===== src/rtl/mem_access_stage.sv =====
// MEM stage: load/store over a ready-based data-memory handshake, with lane sizing,
// load extension, timeout abort and MEM/WB register. Optional counters: MEM_PERF_CNT_EN.
module mem_access_stage #(
    parameter int TIMEOUT = 16,
    parameter int CNT_W   = 32
) (
    input  logic             clk,
    input  logic             rst_n,
    input  logic             RegWriteM,
    input  logic             ResultSrcM,
    input  logic             MemWriteM,
    input  logic [31:0]      ALUResultM,
    input  logic [31:0]      WriteDataM,
    input  logic [4:0]       RdM,
    input  logic [2:0]       funct3M,
    output logic             dmem_req,
    output logic             dmem_we,
    output logic [31:0]      dmem_addr,
    output logic [31:0]      dmem_wdata,
    output logic [3:0]       dmem_be,
    input  logic             dmem_ready,
    input  logic [31:0]      dmem_rdata,
    output logic             stall_m,
    output logic             RegWriteW,
    output logic             ResultSrcW,
    output logic [31:0]      ALUResultW,
    output logic [31:0]      ReadDataW,
    output logic [4:0]       RdW,
    output logic             misaligned_w,
    output logic             bus_err_w,
    output logic [CNT_W-1:0] perf_acc,
    output logic [CNT_W-1:0] perf_stall,
    output logic             fsm_state_o
);
    typedef enum logic {S_IDLE = 1'b0, S_WAIT = 1'b1} state_t;

    localparam int          TW    = $clog2(TIMEOUT);
    localparam logic [TW-1:0] TLAST = TW'(TIMEOUT - 1);

    state_t        state_q, state_d;
    logic [TW-1:0] cnt_q, cnt_d;
    logic          req_c, stall_c, complete, timeout;

    logic mem_op, is_b, is_h, is_w, misaligned;
    assign mem_op     = ResultSrcM | MemWriteM;
    assign is_b       = (funct3M[1:0] == 2'b00);
    assign is_h       = (funct3M[1:0] == 2'b01);
    assign is_w       = ~is_b & ~is_h;
    assign misaligned = (is_h & ALUResultM[0]) | (is_w & (ALUResultM[1:0] != 2'b00));

    always_comb begin
        state_d  = state_q;
        cnt_d    = cnt_q;
        req_c    = 1'b0;
        stall_c  = 1'b0;
        complete = 1'b0;
        timeout  = 1'b0;
        case (state_q)
            S_IDLE: begin
                if (mem_op && !misaligned) begin
                    req_c = 1'b1;
                    if (dmem_ready) begin
                        complete = 1'b1;
                    end else begin
                        stall_c = 1'b1;
                        state_d = S_WAIT;
                        cnt_d   = TW'(1);
                    end
                end
            end
            S_WAIT: begin
                req_c = 1'b1;
                // Ready takes priority over the timeout in the same cycle.
                if (dmem_ready) begin
                    complete = 1'b1;
                    state_d  = S_IDLE;
                    cnt_d    = '0;
                end else if (cnt_q == TLAST) begin
                    timeout = 1'b1;
                    state_d = S_IDLE;
                    cnt_d   = '0;
                end else begin
                    stall_c = 1'b1;
                    cnt_d   = cnt_q + 1'b1;
                end
            end
            default: begin
                state_d = S_IDLE;
                cnt_d   = '0;
            end
        endcase
    end

    assign dmem_req    = req_c & rst_n;
    assign stall_m     = stall_c & rst_n;
    assign dmem_we     = MemWriteM & dmem_req;
    assign dmem_addr   = {ALUResultM[31:2], 2'b00};
    assign fsm_state_o = (state_q == S_WAIT);

    always_comb begin
        dmem_wdata = WriteDataM;
        dmem_be    = 4'b1111;
        if (MemWriteM) begin
            if (is_b) begin
                dmem_wdata = {4{WriteDataM[7:0]}};
                dmem_be    = 4'b0001 << ALUResultM[1:0];
            end else if (is_h) begin
                dmem_wdata = {2{WriteDataM[15:0]}};
                dmem_be    = ALUResultM[1] ? 4'b1100 : 4'b0011;
            end
        end
    end

    logic [7:0]  ld_byte;
    logic [15:0] ld_half;
    logic [31:0] ld_ext;
    always_comb begin
        case (ALUResultM[1:0])
            2'b00:   ld_byte = dmem_rdata[7:0];
            2'b01:   ld_byte = dmem_rdata[15:8];
            2'b10:   ld_byte = dmem_rdata[23:16];
            default: ld_byte = dmem_rdata[31:24];
        endcase
        ld_half = ALUResultM[1] ? dmem_rdata[31:16] : dmem_rdata[15:0];
        if (is_b)      ld_ext = {{24{~funct3M[2] & ld_byte[7]}}, ld_byte};
        else if (is_h) ld_ext = {{16{~funct3M[2] & ld_half[15]}}, ld_half};
        else           ld_ext = dmem_rdata;
    end

    // Anything other than a plain ALU op or a completed access becomes a bubble.
    logic w_pass, mis_d;
    assign w_pass = ((state_q == S_IDLE) & ~mem_op) | complete;
    assign mis_d  = (state_q == S_IDLE) & mem_op & misaligned;

    always_ff @(negedge clk or negedge rst_n) begin
        if (!rst_n) begin
            state_q      <= S_IDLE;
            cnt_q        <= '0;
            RegWriteW    <= 1'b0;
            ResultSrcW   <= 1'b0;
            ALUResultW   <= '0;
            ReadDataW    <= '0;
            RdW          <= '0;
            misaligned_w <= 1'b0;
            bus_err_w    <= 1'b0;
        end else begin
            state_q      <= state_d;
            cnt_q        <= cnt_d;
            RegWriteW    <= w_pass & RegWriteM;
            ResultSrcW   <= w_pass & ResultSrcM;
            ALUResultW   <= ALUResultM;
            ReadDataW    <= (complete & ResultSrcM) ? ld_ext : 32'h0;
            RdW          <= RdM;
            misaligned_w <= mis_d;
            bus_err_w    <= timeout;
        end
    end

`ifdef MEM_PERF_CNT_EN
    logic [CNT_W-1:0] acc_q, stl_q;
    always_ff @(negedge clk or negedge rst_n) begin
        if (!rst_n) begin
            acc_q <= '0;
            stl_q <= '0;
        end else begin
            acc_q <= acc_q + CNT_W'(complete);
            stl_q <= stl_q + CNT_W'(stall_c);
        end
    end
    assign perf_acc   = acc_q;
    assign perf_stall = stl_q;
`else
    assign perf_acc   = '0;
    assign perf_stall = '0;
`endif
endmodule


===== config.mk =====
export PLATFORM = sky130hd
export DESIGN_NAME = mem_access_stage
export DESIGN_NICKNAME = d
export VERILOG_FILES = /design/src/rtl/mem_access_stage.sv
export SDC_FILE = /design/constraint.sdc
export NUM_CORES = 1
export LEC_CHECK = 0
export ABC_AREA = 0
export CAP_MARGIN = 0
export CORE_ASPECT_RATIO = 0.6
export CORE_UTILIZATION = 30
export CTS_CLUSTER_SIZE = 10
export DETAILED_ROUTE_END_ITERATION = 8
export PLACE_DENSITY_LB_ADDON = 0.08
export SLEW_MARGIN = 0
export SYNTH_ARGS = -nofsm -noshare
export SYNTH_HDL_FRONTEND = slang
export SYNTH_SLANG_ARGS = --single-unit

===== constraint.sdc =====
create_clock -name clk -period 2 [get_ports clk]
set_input_delay 0.5 -clock clk [delete_from_list [all_inputs] [get_ports clk]]
set_output_delay 0.5 -clock clk [all_outputs]
set_load 0.02 [all_outputs]

==> flow_metrics.tcl, run 1 <==
set metrics [dict create \
    outcome "finished with violations" \
    violations "negative setup slack" \
    wl_per_cell_um 16.4 \
    crit_arrival_ns 2.58 \
    synthArstFlopShare 1.00 \
    nNetsFinal 832 \
    grt_max_degree 34 \
    numPlacedInstances 865 \
    synth_most_common_cell "buf_4" \
    gp_congestion 0.859 \
    synthTopCellsByCount "107 x buf_4, 78 x dfrtn_1, 55 x nand2_1" \
    die_area_sq_um 14600 \
    power_density_nw_per_um2 630 \
    postPlaceCellArea_sq_um 6900 \
    cts_sinks 78 \
    grt_pass1_wl_mm 22.2 \
    critPathRequiredTime_ns 1.50 \
    ir_drop_v 0.000388 \
    crit_fanout 3 \
    synth_edf_count 0 \
    cts_buffer_depth 2 \
    hold_viol_final 0 \
    antenna_cells 0 \
    cp-start-kind "register" \
    drv_cap 0 \
    maxSlewViolCount 0 \
    finalNonFillerCells 918 \
    ys_warn_count 0 \
    synth_flop_cell "dfrtn_1" \
    synth-seq-cells 78 \
    antenna_found_initial 0 \
    first_pass_iters 4 \
    drt_iter0_drc 195 \
    dp_hpwl_mm 10.9 \
    insertion_delay_ns 0.35 \
    ant_nets 0 \
    cts-root-buf "clkbuf_16" \
    area_delta_synth_final_pct 91.9 \
    coreArea_sq_um 13700 \
    synth_cell_type_count 45 \
    die_h_um 93.9 \
    rows 33 \
    grt_pass1_vias 3998 \
    vias_per_cell 4.37 \
    utilization 0.591 \
    fin_setup_tns_ns -42.23 \
    finalInstanceArea_sq_um 8110 \
    drive_above_1_share 0.412 \
    finalSetupViolations 124 \
    portBuffers 252 \
    overflow 0 \
    htree_levels 3 \
    wl_mm 15.0 \
    syn_inst 426 \
    syn_avg_cell_area_sq_um 9.92 \
    yosys.area.top_type "dfrtn_1" \
    synth_area_sq_um 4230 \
    cts_tree "yes" \
    synthTopCellsByArea "dfrtn_1 46%, buf_4 19%, nand2_1 4.9%, mux2i_1 3.8%, a21oi_1 3.2%" \
    track_usage 0.200 \
    initial_core_util 0.308 \
    p_leak_nw 3.88 \
    worstSetupEndpointType "output pin" \
    worstHoldPathType "reg2reg" \
    yosysSeqAreaShare 0.462 \
    fin_ws_ns -1.08 \
    crit_type "reg2out" \
    io_pins 319 \
    path_clk_slew_ns 0.05 \
    skew_ns 0.00782 \
    vias 4011 \
    rsz0062_at_grt "yes" \
    drc 0 \
    die_w_um 155 \
    netlist.area_leader.share 0.462 \
    cts_buffers 9 \
]
## cell families after synthesis
kind of cell / Yosys count / synth area share
flops: 78 / 0.462
fa+ha+maj: 1 / 0.00296
other cells: 1 / 0.000888
compound gates: 91 / 0.149
mux: 25 / 0.0619
buf+inv: 140 / 0.226
simple gates: 90 / 0.0971
## routing by layer
metal | global-route usage | part of all wire
met1 | 0.267 | 0.44
met2 | 0.323 | 0.48
met3 | 0.0600 | 0.072
met4 | 0.0359 | 0.0045
met5 | 0 | 0
## path summary, 6_finish.rpt
check,start,to,slack (ns),cells past startpoint
max in group asynchronous,rst_n,ReadDataW[4],0.56,3
setup reg to reg,fsm_state_o,ReadDataW[14],0.29,7
hold / removal,cnt_q[2],cnt_q[2],0.55,2
setup / recovery,cnt_q[0],stall_m,-1.08,5
hold reg to reg,cnt_q[2],cnt_q[2],0.55,2
min in group asynchronous,rst_n,misaligned_w,1.07,2
## worst max-delay path: stages (launching register included)
cell and delay [ns]:
dfrtn_1 0.36, ha_2 0.19, and3_4 0.16, a211oi_4 0.23, and2_4 0.18, buf_6 0.11
## final cells by class
| cell class | count | area (sq um) |
|---|---|---|
| Tap cell | 192 | 240 |
| Clock inverter | 6 | 95.1 |
| Clock buffer | 10 | 229 |
| Timing Repair Buffer | 343 | 3540 |
| Inverter | 13 | 52.6 |
| Sequential cell | 78 | 1950 |
| Multi-Input combinational cell | 276 | 2000 |
| Fill cell | 1180 | 5600 |
## power breakdown
part           switching, W  internal, W  total, W
combinational      0.000808     0.000796   0.00160
clock              0.000680      0.00110   0.00178
sequential        0.0000459      0.00168   0.00172
total               0.00153      0.00358   0.00511
## through the flow
step / hold WS, ns / worst slack (ns) / power (W)
after floorplan: 0.449 / -0.672 / 0.00250
after CTS: 0.550 / -1.03 / 0.00507
after global placement: 0.527 / -1.24 / 0.00311
final: 0.547 / -1.08 / 0.00511
after detailed placement: 0.554 / -1.28 / 0.00312
after global routing: 0.600 / -1.14 / 0.00533
## state kept, by name, indices dropped and copies added (netlist names)
signal	flops
ResultSrcW	1
RdW	5
ALUResultW	32
fsm_state_o	1
ReadDataW	32
misaligned_w	1
bus_err_w	1
cnt_q	4
RegWriteW	1
## cells in the final DEF, fill, tap and decap left out, types with 3 or more instances in the layout
cell type / n
buf_6: 112
clkdlybuf4s50_1: 85
dfrtn_1: 78
conb_1: 66
buf_4: 56
dlygate4sd2_1: 49
nand2_1: 48
a21oi_2: 17
mux2i_1: 13
buf_12: 13
inv_1: 12
buf_2: 11
o21ai_0: 9
mux2_4: 9
clkbuf_16: 9
a221oi_2: 8
o211ai_1: 8
nand3_1: 8
a21oi_1: 8
o22ai_1: 7
o21a_1: 7
nand2_2: 5
buf_8: 5
nor2_1: 4
nand3_4: 4
nand2b_1: 4
o2bb2ai_1: 4
o21ai_1: 3
clkinvlp_4: 3
o2bb2ai_2: 3
buf_16: 3
clkdlybuf4s15_2: 3
clkdlybuf4s15_1: 3
## repair_timing
action                     4_1_cts  5_1_grt
hold endpoints to repair         0        0
setup endpoints to repair      184      139
gates resized for setup        751       80
pin swaps                       32       25
hold buffers                     0        0
cloned                           7        0
setup buffers                   22       10
Note: power is estimated with default switching activity, not from simulation.
==> inputs of run 2 (changes only) <==
==> constraint.sdc (replaced) <==
create_clock -name clk -period 3.1 [get_ports clk]
set_input_delay 0.775 -clock clk [delete_from_list [all_inputs] [get_ports clk]]
set_output_delay 0.775 -clock clk [all_outputs]
set_load 0.1 [all_outputs]
==> run 2 against run 1 <==
Compared with the run above:
- the run still ends with negative setup slack left
- first-iteration DRC count increased by 7.2%
- clock skew is 0.0024 ns lower
- sequential share of layout area is 3.6 points lower
- sequential power down 34%
- die area did not move
- highest routed layer is now met5
- register-to-register slack improved by 1.2 ns
- utilization increased by 10 points
- non-clock buffer count up 13
- hold slack better by 0.0058 ns
- critical path type unchanged
- via count rose by 1.9%
==> flow_metrics.tcl, run 2 (synthesis gave the netlist of run 1 again) <==
set metrics [dict create \
    p_comb_frac 0.497 \
    wl_met2_mm 8.15 \
    grt_pass1_wl_mm 24.4 \
    path_clk_slew_ns 0.05 \
    seq_power_share 0.253 \
    r2r-start "fsm_state_o" \
    coreArea_sq_um 13700 \
    drv_cap 0 \
    htree_levels 3 \
    gp_congestion 0.812 \
    finalInstanceArea_sq_um 9530 \
    met3WireLength_mm 1.09 \
    utilization 0.696 \
    cts_tree "yes" \
    cts_sinks 78 \
    p_switching_w 0.00199 \
    r2r_slack_ns 1.49 \
    outcome "finished with violations" \
    cts_buffers 9 \
    portBuffers 252 \
    critPathRequiredTime_ns 2.32 \
    vias 4088 \
    total_power_w 0.00446 \
    drt_iter0_drc 209 \
    overflow 0 \
    area_delta_synth_final_pct 126 \
    crit_fanout 2 \
    intPower_w 0.00246 \
    postPlaceCellArea_sq_um 8700 \
    rsz0062_at_grt "yes" \
    power_density_nw_per_um2 467 \
    drc 0 \
    swShare 0.447 \
    ir_drop_v 0.000316 \
    dp_hpwl_mm 12.0 \
    timing.rr.end "ReadDataW[12]" \
    track_usage 0.223 \
    top_regs "ALUResultW: 32 flops, ReadDataW: 32 flops, RdW: 5 flops" \
    nNetsFinal 842 \
    wl_met1_mm 6.88 \
    insertion_delay_ns 0.35 \
    clock_power_share 0.250 \
    die_area_sq_um 14600 \
    drive_above_1_share 0.469 \
    violations "negative setup slack" \
    vias_per_cell 4.40 \
    topRoutingLayerUsed "met5" \
    initial_core_util 0.308 \
    hold_viol_final 0 \
    mostFrequentLayoutCells "157 x buf_12, 88 x clkdlybuf4s50_1, 78 x dfrtn_1, 70 x buf_4, 66 x conb_1" \
    antenna_found_initial 3 \
    first_pass_iters 4 \
    cts_buffer_depth 2 \
    fillers 1009 \
    skew_ns 0.00538 \
    r2r_cells 6 \
    worstSetupStartpoint "cnt_q[0]" \
    finalSetupViolations 104 \
    ant_nets 0 \
    io_pins 319 \
    maxSlewViolCount 0 \
    grt_pass1_vias 4235 \
    wl_per_cell_um 17.5 \
    worstHoldPathType "reg2reg" \
    p_leak_nw 4.42 \
    dp_worst_setup_slack_ns -1.03 \
    cts-root-buf "clkbuf_16" \
    crit_type "reg2out" \
    layout_commonest_cell "buf_12" \
    cp-start-kind "register" \
    wl_mm 16.3 \
    die_w_um 155 \
    grt_max_degree 30 \
    rows 33 \
    die_h_um 93.9 \
    crit_path_end "stall_m" \
    worstSetupEndpointType "output pin" \
    crit_arrival_ns 3.19 \
    fin_ws_ns -0.867 \
]
-- run 2: cell type report --
class | count | area (sq um) | area share
Timing Repair Buffer | 356 | 5060 | 0.531
Sequential cell | 78 | 1950 | 0.205
Multi-Input combinational cell | 273 | 1920 | 0.201
Tap cell | 192 | 240 | 0.0252
Inverter | 13 | 51.3 | 0.00538
Clock buffer | 9 | 225 | 0.0236
Antenna cell | 2 | 5.00 | 0.000525
Clock inverter | 7 | 80.1 | 0.00840
-- run 2: metrics by stage --
step | hold slack, ns | instances | setup TNS (ns)
4_1_cts | 0.560 | 928 | -20.48
3_3_place_gp | 0.508 | 894 | -36.64
6_report | 0.553 | 930 | -19.03
3_5_place_dp | 0.558 | 894 | -38.28
5_1_grt | 0.598 | 928 | -21.32
2_1_floorplan | 0.433 | 491 | -29.66
-- run 2: what timing repair did --
item / CTS / global route
buffers inserted: 14 / 3
gates resized for setup: 62 / 39
endpoints found under the hold margin: 0 / 0
hold buffers: 0 / 0
setup endpoints to repair: 117 / 111
cloned: 5 / 2
pin swaps: 13 / 11
-- run 2: critical path: stages (launching register included) --
cell	delay [ns]
dfrtn_1	0.37
ha_2	0.19
and3_4	0.16
a211oi_4	0.22
and2_4	0.19
buf_12	0.16
-- run 2: worst min path at each step --
| stage | slack [ns] | end | cells after the start | startpoint |
|---|---|---|---|---|
| after floorplan | 0.43 | cnt_q[3] | 2 | cnt_q[3] |
| after global placement | 0.51 | cnt_q[2] | 2 | cnt_q[2] |
| after detailed placement | 0.56 | cnt_q[3] | 3 | cnt_q[3] |
| after CTS | 0.56 | cnt_q[2] | 2 | cnt_q[2] |
| after global routing | 0.60 | cnt_q[2] | 2 | cnt_q[2] |
| final | 0.55 | cnt_q[2] | 2 | cnt_q[2] |
-- run 2: routing by layer --
| metal | vias up | global-route usage |
|---|---|---|
| met4 | 2 | 0.0302 |
| met2 | 159 | 0.384 |
| met5 | - | 0 |
| met1 | 2014 | 0.281 |
| li1 | 1899 | - |
| met3 | 14 | 0.0715 |
-- run 2: power groups by stage --
stage	sequential, W	clock [W]	combinational (W)
after floorplan	0.00146	0	0.00108
after global placement	0.00114	0	0.00211
after detailed placement	0.00114	0	0.00212
after CTS	0.00113	0.00113	0.00220
after global routing	0.00113	0.00118	0.00228
final	0.00113	0.00111	0.00222
==> inputs of run 3 (changes only) <==
--- a/config.mk
+++ b/config.mk
@@ -9,7 +9,6 @@
 export CAP_MARGIN = 0
 export CORE_ASPECT_RATIO = 0.6
 export CORE_UTILIZATION = 30
-export CTS_CLUSTER_SIZE = 10
 export DETAILED_ROUTE_END_ITERATION = 8
 export PLACE_DENSITY_LB_ADDON = 0.08
 export SLEW_MARGIN = 0
==> results of run 3 <==
The final DEF is identical to that of run 2; final timing and power are the same.
